### src/rtl/rr_rsp_router.sv
// rr_rsp_router: return path for the 4-way round-robin arbiter.
// Each request issued to the shared resource pushes its requester index into an
// in-order tag FIFO. Each in-order response pops the head tag and is steered,
// through one registered output stage, back to that requester.
// Ports:
//   clk, rst_n            clock, asynchronous active-low reset
//   issue_vld/gnt/rdy     issue side: one-hot grant of each accepted request
//   rsp_vld/data/rdy      response side from the shared resource
//   out_vld/data/rdy      per-requester one-hot valid, shared payload, per-requester ready
//   outstanding           tag FIFO occupancy (output stage not counted)
//   err                   sticky error: overflow, bad grant, response with no tag, timeout
//   timeout               sticky watchdog flag (only with RR_RSP_TIMEOUT_EN)
// Optional feature macro: RR_RSP_TIMEOUT_EN adds the response watchdog and the timeout port.
module rr_rsp_router #(
    parameter int unsigned NUM_REQ = 4,
    parameter int unsigned DATA_W  = 32,
    parameter int unsigned DEPTH   = 8,
    parameter int unsigned TIMEOUT = 1024
) (
    input  logic                     clk,
    input  logic                     rst_n,
    input  logic                     issue_vld,
    input  logic [NUM_REQ-1:0]       issue_gnt,
    output logic                     issue_rdy,
    input  logic                     rsp_vld,
    input  logic [DATA_W-1:0]        rsp_data,
    output logic                     rsp_rdy,
    output logic [NUM_REQ-1:0]       out_vld,
    output logic [DATA_W-1:0]        out_data,
    input  logic [NUM_REQ-1:0]       out_rdy,
    output logic [$clog2(DEPTH):0]   outstanding,
    output logic                     err
`ifdef RR_RSP_TIMEOUT_EN
    ,
    output logic                     timeout
`endif
);

    localparam int unsigned AW = $clog2(DEPTH);
    localparam int unsigned PW = AW + 1;
    localparam int unsigned IW = $clog2(NUM_REQ);

    logic [IW-1:0]     tag_mem [DEPTH];
    logic [PW-1:0]     wr_ptr;
    logic [PW-1:0]     rd_ptr;
    logic              stage_vld;
    logic [IW-1:0]     stage_idx;
    logic [DATA_W-1:0] stage_data;

    logic              full;
    logic              empty;
    logic              push;
    logic              pop;
    logic              gnt_onehot;
    logic [IW-1:0]     gnt_idx;
    logic              err_set;
    logic              to_hit;

    // Lowest set bit of the grant; an all-zero grant encodes index 0.
    always_comb begin
        gnt_idx    = '0;
        gnt_onehot = (issue_gnt != '0) &&
                     ((issue_gnt & (issue_gnt - NUM_REQ'(1))) == '0);
        for (int i = NUM_REQ - 1; i >= 0; i--) begin
            if (issue_gnt[i]) begin
                gnt_idx = IW'(i);
            end
        end
    end

    // Pointer-based occupancy; extra MSB distinguishes full from empty.
    assign full        = (wr_ptr[AW] != rd_ptr[AW]) && (wr_ptr[AW-1:0] == rd_ptr[AW-1:0]);
    assign empty       = (wr_ptr == rd_ptr);
    assign outstanding = wr_ptr - rd_ptr;

    // No pass-through: issue_rdy ignores a same-cycle pop, responses ignore a same-cycle push.
    assign issue_rdy = !full;
    assign rsp_rdy   = !empty && (!stage_vld || out_rdy[stage_idx]);
    assign push      = issue_vld && !full;
    assign pop       = rsp_vld && rsp_rdy;

    // Output stage decoded to a one-hot valid.
    always_comb begin
        out_vld = '0;
        if (stage_vld) begin
            out_vld[stage_idx] = 1'b1;
        end
    end
    assign out_data = stage_data;

    assign err_set = (issue_vld && full) ||
                     (issue_vld && !gnt_onehot) ||
                     (rsp_vld && empty) ||
                     to_hit;

    // Tag FIFO storage and pointers.
    always_ff @(posedge clk or negedge rst_n) begin
        if (!rst_n) begin
            wr_ptr <= '0;
            rd_ptr <= '0;
            for (int i = 0; i < int'(DEPTH); i++) begin
                tag_mem[i] <= '0;
            end
        end else begin
            if (push) begin
                tag_mem[wr_ptr[AW-1:0]] <= gnt_idx;
                wr_ptr                  <= wr_ptr + PW'(1);
            end
            if (pop) begin
                rd_ptr <= rd_ptr + PW'(1);
            end
        end
    end

    // Output stage: load on accept (even while draining), otherwise clear on drain.
    always_ff @(posedge clk or negedge rst_n) begin
        if (!rst_n) begin
            stage_vld  <= 1'b0;
            stage_idx  <= '0;
            stage_data <= '0;
        end else if (pop) begin
            stage_vld  <= 1'b1;
            stage_idx  <= tag_mem[rd_ptr[AW-1:0]];
            stage_data <= rsp_data;
        end else if (stage_vld && out_rdy[stage_idx]) begin
            stage_vld  <= 1'b0;
        end
    end

    // Sticky error flag.
    always_ff @(posedge clk or negedge rst_n) begin
        if (!rst_n) begin
            err <= 1'b0;
        end else if (err_set) begin
            err <= 1'b1;
        end
    end

`ifdef RR_RSP_TIMEOUT_EN
    localparam int unsigned CW = $clog2(TIMEOUT + 1);

    logic [CW-1:0] to_cnt;
    logic [CW-1:0] to_cnt_nxt;

    // Watchdog age: cleared while idle or on progress, saturates at the limit.
    always_comb begin
        to_cnt_nxt = to_cnt;
        if (empty || pop) begin
            to_cnt_nxt = '0;
        end else if (to_cnt != CW'(TIMEOUT)) begin
            to_cnt_nxt = to_cnt + CW'(1);
        end
    end
    assign to_hit = (to_cnt_nxt == CW'(TIMEOUT));

    always_ff @(posedge clk or negedge rst_n) begin
        if (!rst_n) begin
            to_cnt  <= '0;
            timeout <= 1'b0;
        end else begin
            to_cnt <= to_cnt_nxt;
            if (to_hit) begin
                timeout <= 1'b1;
            end
        end
    end
`else
    assign to_hit = 1'b0;
    wire unused_timeout = ^TIMEOUT;
`endif

endmodule

### config.mk
export PLATFORM = sky130hd
export DESIGN_NAME = rr_rsp_router
export DESIGN_NICKNAME = d
export VERILOG_FILES = /design/src/rtl/rr_rsp_router.sv
export SDC_FILE = /design/constraint.sdc
export NUM_CORES = 1
export LEC_CHECK = 0
export CAP_MARGIN = 20
export CORE_MARGIN = 3
export CORE_UTILIZATION = 47
export CTS_CLUSTER_DIAMETER = 30
export CTS_CLUSTER_SIZE = 20
export DETAILED_ROUTE_END_ITERATION = 10
export PLACE_DENSITY = 0.92
export REMOVE_ABC_BUFFERS = 1
export SLEW_MARGIN = 10
export SYNTH_ARGS = -nofsm -noshare
export SYNTH_HDL_FRONTEND = slang
export SYNTH_SLANG_ARGS = --single-unit
### constraint.sdc
create_clock -name clk -period 2.8 [get_ports clk]
set_input_delay 0.28 -clock clk [delete_from_list [all_inputs] [get_ports clk]]
set_output_delay 0.28 -clock clk [all_outputs]
set_load 0.1 [all_outputs]
* Word level (Yosys, flattened, before mapping)
Index checks and enable logic that the tools add are counted.
** Storage, ports and cells
- Register bits :: 60
- Latch bits :: 0
- RAM bits :: 0
- Memory bits (read-only) :: 0
- Input bits :: 44
- Output and inout port bits :: 43
- Word-level logic and storage cells :: 67
- Memories :: 0
** Cells by class
- Add/subtract/negate cells :: 4
- Multiply operators :: 0
- Divide/modulo/power cells :: 0
- $lt $le $gt $ge :: 5
- Equality and inequality tests :: 3
- Shift-type cells :: 0
- Muxes and demuxes :: 17
- Bitwise logic cells :: 3
- Reduce and logical (&&, ||, !) cells :: 21
** Operator list (count)
- 16-bit bitwise mux :: 1
- 2-bit 2-to-1 mux :: 7
- 1-bit logical AND :: 11
- 4-bit by 1-bit adder with 4-bit output, second input constant :: 2
- 4-bit greater-or-equal comparator, second input constant :: 2
- 3-bit NOT with 4-bit output :: 2
- 2-bit binary-select mux with 3-bit select :: 1
- 2-bit demux with 3-bit select :: 1
- 4-bit AND :: 1
- 4-bit == test :: 1
- 1-bit zero test :: 4
- 4-bit zero test :: 1
- 4-bit by 1-bit < comparator with 1-bit output, second input constant :: 1
- 1-bit 2-to-1 mux :: 4
- 4-bit 2-to-1 mux :: 1
- 4-bit nonzero test :: 1
- 4-bit by 1-bit subtractor with 4-bit output, second input constant :: 1
- 4-bit subtractor :: 1
- 3-bit == test :: 1
- 1-bit logical OR :: 3
- 2-bit by 3-bit < comparator with 1-bit output, second input constant :: 1
- 1-bit binary-select mux with 2-bit select :: 1
- 1-bit demux with 2-bit select :: 1
- 2-bit by 1-bit greater-or-equal comparator with 1-bit output, second input constant :: 1
- other kinds (2) :: 2

* Logic depth before layout (Yosys ltp)
Gate-level depths: netlist (run 1).
- Word-level depth :: 8
- Depth in mapped cells :: 7
- Mapped depth without buffers :: 6

* Least setup slack after synthesis (run 1)
OpenSTA, ideal clock, no wires.
- Path type :: register to output
- Start point :: register wr_ptr[0]
- End point :: output outstanding[2]
- Arrival time :: 2661 ps
- Data required time :: 2520 ps
- Slack :: -141 ps
- Stages on the path, launching flop included :: 5
- Cells stage by stage :: dfrtp_1 -> inv_1 -> ha_1 -> fa_1 -> xnor2_1
** Between the ends
- Word-level cells in the longest chain between the ends :: 1
** Ends and longest elaborated chain
- start: declaration :: RTL line 44 : logic [PW-1:0] wr_ptr;
- start signal: assignment :: RTL line 107 : wr_ptr <= wr_ptr + PW'(1);
- 4-bit subtractor :: RTL line 74 : assign outstanding = wr_ptr - rd_ptr;
- end: declaration :: RTL line 31 : output logic [$clog2(DEPTH):0] outstanding,
Every way passes these cells.

* Worst setup path in the final report (run 1)
- Start point :: register wr_ptr[0]
- End point :: register stage_data[27] (netlist: out_data[27])
** Between the ends
- Word-level cells in the longest chain between the ends :: 4
** Ends and longest elaborated chain
- 4-bit == test :: RTL line 73 : assign empty = (wr_ptr == rd_ptr);
- 1-bit zero test :: RTL line 78 : assign rsp_rdy = !empty && (!stage_vld || out_rdy[stage_idx]);
- 1-bit logical AND :: RTL line 78
- 1-bit logical AND :: RTL line 80 : assign pop = rsp_vld && rsp_rdy;
- end signal: assignment :: RTL line 124 : stage_data <= rsp_data;
- end: declaration :: RTL line 48 : logic [DATA_W-1:0] stage_data;
Every way passes these cells.
A chain may end at the register's enable or synchronous reset.

==> summary.md, run 1 <==
| Metric | Value |
|---|---|
| Tcrit/Tclk final | 88.12% |
| Via count | 1906 |
| Min Tclk post-route | 2467 ps |
| Starting DRC count in detailed routing | 117 |
| CP Cell Sequence | inv_1 -> ha_1 -> and3_1 -> a2bb2oi_4 -> nand2_4 -> mux2_4 |
| CTS sink cnt | 60 |
| Vias in the first global route | 2009 |
| Seq/Total Area, Yosys | 53.03% |
| Final Core Density | 69.29% |
| Port buffer count | 86 |
| Relative slew slack | 58.85% |
| Max FO, Critical Path | 35 |
| Fill cells | 394 |
| Dominant synthesized flop cell | dfrtp_1 |
| Largest net degree at the start of global routing | 44 |
| Initial Utilization | 49.89% |
| CTS Root Cell | clkbuf_8 |
| Synth top cells by count | 60 x dfrtp_1, 28 x mux2_4, 21 x mux2_2, 10 x inv_1, 8 x xnor2_1 |
| # Max-Cap Violations | 0 |
| CP endpoint kind | flip-flop |
| WL final | 6240 um |
| Slowest CP cell | dfrtp_1 |
| CTS tree | done |
| Area growth from synthesis to layout | 38.89% |
| Unrepaired setup endpoints after global routing | no |
| Overall Global Routing Usage | 18.61% |
| Asr flop ratio synth | 100.0% |
| Wire per inst | 17.14 um |
| Clock transition at path regs | 70 ps |
| WP data required | 3010 ps |
| DRT Pass-1 Iters | 4 |
| Placement Setup Slack | 325.9 ps |
| CP Class | flip-flop to flip-flop |
| DRC violations left | 0 |
| Ys Warns | 0 |
| Die height | 83.62 um |
| Synth top area share | 53.03% |
| Final Max Slew Viols | 0 |
| Setup crit end | out_data[27] |
| Initial antenna violation count | 0 |
| Synth Register Bits | 60 |
| Worst flop-to-flop path startpoint | wr_ptr[0] |
| Most frequent cell after synthesis | dfrtp_1 |
| EDFF count, synth | 0 |
| CP delay by family, top | simple AND/OR/NAND/NOR gates |
| Layout Nets | 337 |
| Hold WC Path Type | input port to asynchronous set/reset pin |
| FF+latch area | 1501 um^2 |
| CP startpoint | wr_ptr[0] |
| Fin Hold WS | 414.1 ps |
| Final WS setup | 332.5 ps |
| Final setup vio count | 0 |
| Worst path bufs/invs | 1 |
| Cell Count Post-Placement | 347 |
| Post-CTS Setup Bufs | 0 |
| Number of diodes | 0 |
| First-pass GRT wire length | 10340 um |
| Worst-Margin Slew | 616.7 ps |
| Unique masters post-synth | 34 |
| Die W | 83.62 um |
| Mapped Area | 2831 um^2 |
| Crit path launch type | flip-flop |
| Row count | 27 |
| TritonCTS buffer count | 9 |
| Crit path largest cell delay | 430 ps |
| Via/cell ratio | 5.236 |
| Clock Skew | 9.818 ps |
| Share of layout cells above drive strength 1 | 41.44% |
| Post-DP HPWL | 4550 um |
| Avg Inst Size Synth | 14.75 um^2 |
| H-tree depth | 3 |
| FF-to-FF setup slack | 330 ps |
| Status | finished clean |
| Total gr overflow | 0 |
| Multi-input logic area | 1241 um^2 |
| Routability cong. | 0.8303 |
| Hold Fails Final Rpt | 0 |
| Post-synth top area cell | dfrtp_1 |
| Core ar. | 5675 um^2 |
| Post-Synthesis Cells | 192 |
| Die footprint | 6991 um^2 |
| DRT antenna net count | 0 |
| Post-route insts no fill | 364 |
| Max Clk Rate | 0.4053 GHz |
| Max clock buf depth | 2 |
| Worst-Skew Late Latency | 320 ps |
| CP Depth | 6 |
| Num ports | 87 |
| Data arrival, critical path | 2680 ps |
| R2r endpoint | out_data[27] |
| Worst r2r path cells | 6 |
| Synth top area cells | dfrtp_1 53%, mux2_4 15%, mux2_2 8.4% |
## per-layer routing
metal	share of wire [%]	vias to the layer above	GRT usage, %
met2	53	56	32.39
met1	41	960	22.06
met3	4.2	6	4.047
met4	1.2	0	8.041
li1	-	884	-
met5	0	-	0
## state kept, by name (all words and copies together), names as in the netlist
name / cells
out_data: 32
tag_mem: 16
rd_ptr: 4
wr_ptr: 4
stage_idx: 2
err: 1
stage_vld: 1
## final cells by class
type | instances | share of cell area (%)
sequential | 60 | 38.18
clock buffer | 10 | 3.500
timing repair buffer | 91 | 20.68
tap | 72 | 2.291
inverter | 10 | 0.9545
multi-input combinational | 115 | 31.56
clock inverter | 6 | 2.832
## worst min-delay path by stage
stage / start / to / slack, ps / depth (start not counted)
global route: rst_n / out_data[13] / 460 / 2
CTS: rst_n / out_data[6] / 400 / 2
finish: rst_n / out_data[6] / 410 / 2
global placement: rst_n / out_data[6] / 220 / 1
floorplan: rst_n / err / -20 / 0
detailed placement: rst_n / out_data[6] / 220 / 1
## worst register-to-register path, stage by stage (launching register included)
cell       delay, ps
dfrtp_1          430
inv_1            150
ha_1             360
and3_1           260
a2bb2oi_4        310
nand2_4          400
mux2_4           450
## stage by stage
| step | setup TNS, ps | cell area, um^2 |
|---|---|---|
| after CTS | 0 | 3933 |
| final | 0 | 3933 |
| after detailed placement | 0 | 3674 |
| after global routing | 0 | 3933 |
| after floorplan | -331.4 | 2780 |
| after global placement | 0 | 3674 |
## cells by family after synthesis
family          Yosys count  share of synthesized area (%)
buf+inv                  17                          3.137
compound gates           17                          4.242
flops                    60                          53.03
simple gates             26                          5.435
fa+ha+maj                 6                          2.917
mux                      56                          27.88
xor+xnor                 10                          3.359
## placed cells by master (no fill, tap or decap), drive strengths merged, types with 2 or more instances in the layout
cell	count
a21oi	4
a31oi	3
and3	3
buf	48
bufinv	3
clkbuf	10
clkdlybuf4s50	42
clkinv	2
dfrtp	60
ha	5
inv	10
mux2	49
mux2i	2
mux4	5
nand2	4
nand3	3
nand4	4
nor2	3
nor3	2
o211ai	2
o21ai	5
or4	4
xnor2	9
## timing repair
action / CTS / global route
hold buffers: 1 / 0
hold endpoints to repair: 17 / 0
gates resized for setup: 0 / 0
Power of run 1 is not shown: default switching activity piles up to over one toggle a cycle in this logic, so the estimate is an artifact.
==> run 2, diff against run 1 <==
Settings changed: CORE_UTILIZATION 47 to 25, PLACE_DENSITY 0.92 to 0.6.
Clock period 2.8 ns to 2.32 ns, I/O delays scaled along.
==> run 2 against run 1 <==
Highest routed layer unchanged. Critical path depth unchanged. Critical endpoint is now rsp_rdy. Die area up 81%. Final cell count rose by 20%. Largest cell class unchanged.
==> summary.md, run 2 (synthesis results as in run 1) <==
| Metric | Value |
|---|---|
| # Max-Cap Violations | 0 |
| DRT Pass-1 Iters | 4 |
| Area growth from synthesis to layout | 48.12% |
| Hold Fails Final Rpt | 0 |
| WP data required | 2090 ps |
| Num ports | 87 |
| Routability cong. | 0.7496 |
| Layout Nets | 343 |
| Row count | 38 |
| Tcrit/Tclk final | 94.36% |
| Share of layout cells above drive strength 1 | 43.29% |
| Worst-Skew Late Latency | 320 ps |
| TritonCTS buffer count | 9 |
| Die height | 112.4 um |
| Core ar. | 10940 um^2 |
| Max FO, Critical Path | 7 |
| Final Max Slew Viols | 0 |
| CTS sink cnt | 60 |
| Max Clk Rate | 0.4568 GHz |
| Max reg flops | 32 |
| Number of diodes | 0 |
| DRT antenna net count | 0 |
| Data arrival, critical path | 1960 ps |
| Port buffer count | 86 |
| Placement Cell Area | 3866 um^2 |
| FF-to-FF setup slack | 310 ps |
| CP Class | flip-flop to primary output |
| Relative slew slack | 64.19% |
| CP endpoint kind | primary output |
| Worst r2r path cells | 6 |
| Fin area | 4194 um^2 |
| Clock Skew | 4.209 ps |
| Unrepaired setup endpoints after global routing | no |
| Most frequent cells in the layout | 59 x dfrtp_1, 46 x buf_4, 42 x clkdlybuf4s50_1 |
| Via/cell ratio | 4.381 |
| DRC violations left | 0 |
| H-tree depth | 3 |
| Final Core Density | 38.35% |
| Die W | 112.4 um |
| Hold WC Path Type | input port to asynchronous set/reset pin |
| Vias in the first global route | 2061 |
| Total gr overflow | 0 |
| Starting DRC count in detailed routing | 88 |
| Via count | 1919 |
| Final setup vio count | 0 |
| Die footprint | 12640 um^2 |
| Min Tclk post-route | 2189 ps |
| Worst-Margin Slew | 535.2 ps |
| CTS Root Cell | clkbuf_16 |
| Max clock buf depth | 2 |
| Initial Utilization | 25.89% |
| Initial antenna violation count | 0 |
| CP startpoint | wr_ptr[0] |
| Post-DP HPWL | 4788 um |
| Clock transition at path regs | 50 ps |
| Fill cells | 1040 |
| Post-CTS Setup Bufs | 0 |
| Wire per inst | 14.55 um |
| WL final | 6374 um |
| Crit path launch type | flip-flop |
| First-pass GRT wire length | 10600 um |
| CTS tree | done |
| Overall Global Routing Usage | 10.61% |
| Commonest non-fill, non-tap cell in the layout | dfrtp_1 |
| Largest net degree at the start of global routing | 25 |
| R2r endpoint | out_data[20] |
| Setup crit end | rsp_rdy |
| Status | finished clean |
| Worst flop-to-flop path startpoint | wr_ptr[2] |
## run 2: how the worst min path moves through the flow
stage | to | startpoint | cells past startpoint
after floorplan | err | rst_n | 0
after global placement | out_data[25] | rst_n | 1
after detailed placement | out_data[25] | rst_n | 1
after CTS | out_data[25] | rst_n | 2
after global routing | out_data[25] | rst_n | 2
final | out_data[25] | rst_n | 2
## run 2: metal layers
metal  up-vias  global-route usage, %  share of wire, %
met2        50                  17.40                51
li1        897                      -                 -
met5         -                      0                 0
met1       966                  12.88                42
met3         6                  3.181               5.3
met4         0                  4.808               1.3
## run 2: cell type report
type	count	area (um^2)	share of cell area, %
flip-flops and latches	60	1503	35.83
multi-input cells	115	1254	29.89
repair buffers	97	920.9	21.96
clock buffers	12	256.5	6.116
well taps	140	175.2	4.177
clock inverters	4	47.55	1.134
inverters	10	37.54	0.8950
## run 2: worst max-delay path, stage by stage, from the launching register on
cell and delay, ps:
dfrtp_2 440, inv_2 120, ha_1 270, and3_1 260
a2bb2oi_4 190, buf_4 180, buf_12 180
## run 2: timing repair
action | CTS | global route
resized for setup | 0 | 3
hold buffers | 1 | 0
endpoints found under the setup margin | 0 | 2
hold endpoints to repair | 19 | 0
## run 2: stage by stage
step	setup TNS, ps	hold slack (ps)	instances	setup WS (ps)
finish	0	396.4	438	130.8
global route	0	425.2	438	27.35
CTS	0	423.6	438	12.16
detailed placement	0	221.2	421	183.0
global placement	0	206.8	421	215.9
floorplan	-14760	-63.59	185	-580.3
Power of run 2 is left out for the same reason.
==> run 3, diff against run 2 <==
Settings changed: CORE_MARGIN 3 to 2, CTS_CLUSTER_DIAMETER 30 to unset.
==> run 3 against run 2 <==
First-iteration DRC count fell by 2.3%. Via count is 2.6% lower. Die area down 3.5%. Cell area hardly changed. Core utilization barely moved. Non-clock buffer count grew 2. Critical endpoint unchanged. Highest routed layer unchanged. Register-to-register slack got worse by 50 ps. Critical path depth is the same. Clock skew up 5.8 ps. Setup slack lost 22 ps. Final cell count up 0.23%. Largest cell class unchanged.
==> summary.md, run 3 (synthesis results as in run 1) <==
| Metric | Value |
|---|---|
| Fill cells | 1048 |
| CTS tree | done |
| Area growth from synthesis to layout | 48.17% |
| Initial Utilization | 25.89% |
| Final WS setup | 108.6 ps |
| Unrepaired setup endpoints after global routing | no |
| DRT Pass-1 Iters | 4 |
| TritonCTS buffer count | 9 |
| Routability cong. | 0.7804 |
| Num ports | 87 |
| Multi-input logic area | 1241 um^2 |
| Worst r2r path cells | 7 |
| Worst-Skew Late Latency | 320 ps |
| Crit path launch type | flip-flop |
| DRT antenna net count | 0 |
| Wire per inst | 14.11 um |
| Starting DRC count in detailed routing | 86 |
| Clock Skew | 9.987 ps |
| Relative slew slack | 54.29% |
| H-tree depth | 3 |
| CP endpoint kind | primary output |
| Tcrit/Tclk final | 95.32% |
| Via count | 1870 |
| WP data required | 2090 ps |
| Number of diodes | 0 |
| Commonest non-fill, non-tap cell in the layout | dfrtp_1 |
| Die height | 110.4 um |
| Placement Setup Slack | 163.7 ps |
| Worst flop-to-flop path startpoint | wr_ptr[0] |
| CP Class | flip-flop to primary output |
| FF-to-FF setup slack | 260 ps |
| Clock transition at path regs | 60 ps |
| CTS Root Cell | clkbuf_16 |
| R2r endpoint | out_data[26] |
| WL final | 6193 um |
| Largest net degree at the start of global routing | 33 |
| Die footprint | 12190 um^2 |
| CP startpoint | wr_ptr[0] |
| Data arrival, critical path | 1980 ps |
| Post-DP HPWL | 4629 um |
| Final setup vio count | 0 |
| Core ar. | 10940 um^2 |
| # Max-Cap Violations | 0 |
| Final Max Slew Viols | 0 |
| Max reg flops | 32 |
| Port buffer count | 86 |
| Min Tclk post-route | 2211 ps |
| Max Clk Rate | 0.4522 GHz |
| DRC violations left | 0 |
| Initial antenna violation count | 0 |
| FF+latch area | 1501 um^2 |
| Layout Nets | 345 |
| Share of layout cells above drive strength 1 | 42.81% |
| Hold WC Path Type | input port to asynchronous set/reset pin |
| Setup crit end | rsp_rdy |
| Worst-Margin Slew | 685.6 ps |
| Hold Fails Final Rpt | 0 |
| Max FO, Critical Path | 7 |
| Row count | 38 |
| Via/cell ratio | 4.260 |
| Total gr overflow | 0 |
| Status | finished clean |
| Max clock buf depth | 2 |
| CTS sink cnt | 60 |
| Final Core Density | 38.36% |
| Most frequent cells in the layout | 60 x dfrtp_1, 47 x buf_4, 42 x clkdlybuf4s50_1 |
| Overall Global Routing Usage | 10.96% |
| Vias in the first global route | 2039 |
| First-pass GRT wire length | 10680 um |
| Die W | 110.4 um |
==> run 3: final cells by class <==
cell class,count,area share [%]
Timing Repair Buffer,99,22.61
Tap cell,140,4.175
Inverter,10,0.8947
Multi-Input combinational cell,115,29.59
Clock buffer,10,5.696
Clock inverter,5,1.253
Sequential cell,60,35.79
==> run 3: per-layer routing <==
layer	up-vias	wire length, um	global-route usage (%)	part of all wire, %
li1	897	-	-	-
met1	913	2861	14.16	46
met2	49	2897	16.69	47
met3	11	329	3.897	5.3
met4	0	104	4.500	1.7
met5	-	0	0	0
==> run 3: repair_timing <==
action                    4_1_cts  5_1_grt
setup buffers                   0        0
hold endpoints to repair       28        0
resized for setup               0        0
hold buffers                    1        0
==> run 3: worst min-delay path by stage <==
stage / start / end
2_1_floorplan: rst_n / err
3_3_place_gp: rst_n / wr_ptr[3]
3_5_place_dp: rst_n / stage_idx[1]
4_1_cts: tag_mem[2] / tag_mem[2]
5_1_grt: tag_mem[2] / tag_mem[2]
6_report: rst_n / tag_mem[15]
==> run 3: worst max-delay path, stage by stage, from the launching register on <==
cell	delay (ps)
dfrtp_1	420
inv_1	90
ha_1	330
and3_1	260
a2bb2oi_4	190
buf_4	180
buf_12	180
==> run 3: stage by stage <==
step                hold WS, ps  instances  setup TNS (ps)  cell area, um^2
CTS                       499.6        439               0             4195
floorplan                -63.59        185          -14760             2780
finish                    495.6        439               0             4195
global route              511.6        439               0             4195
global placement          316.5        423               0             3894
detailed placement        314.7        423               0             3894
Power of run 3 is left out for the same reason.
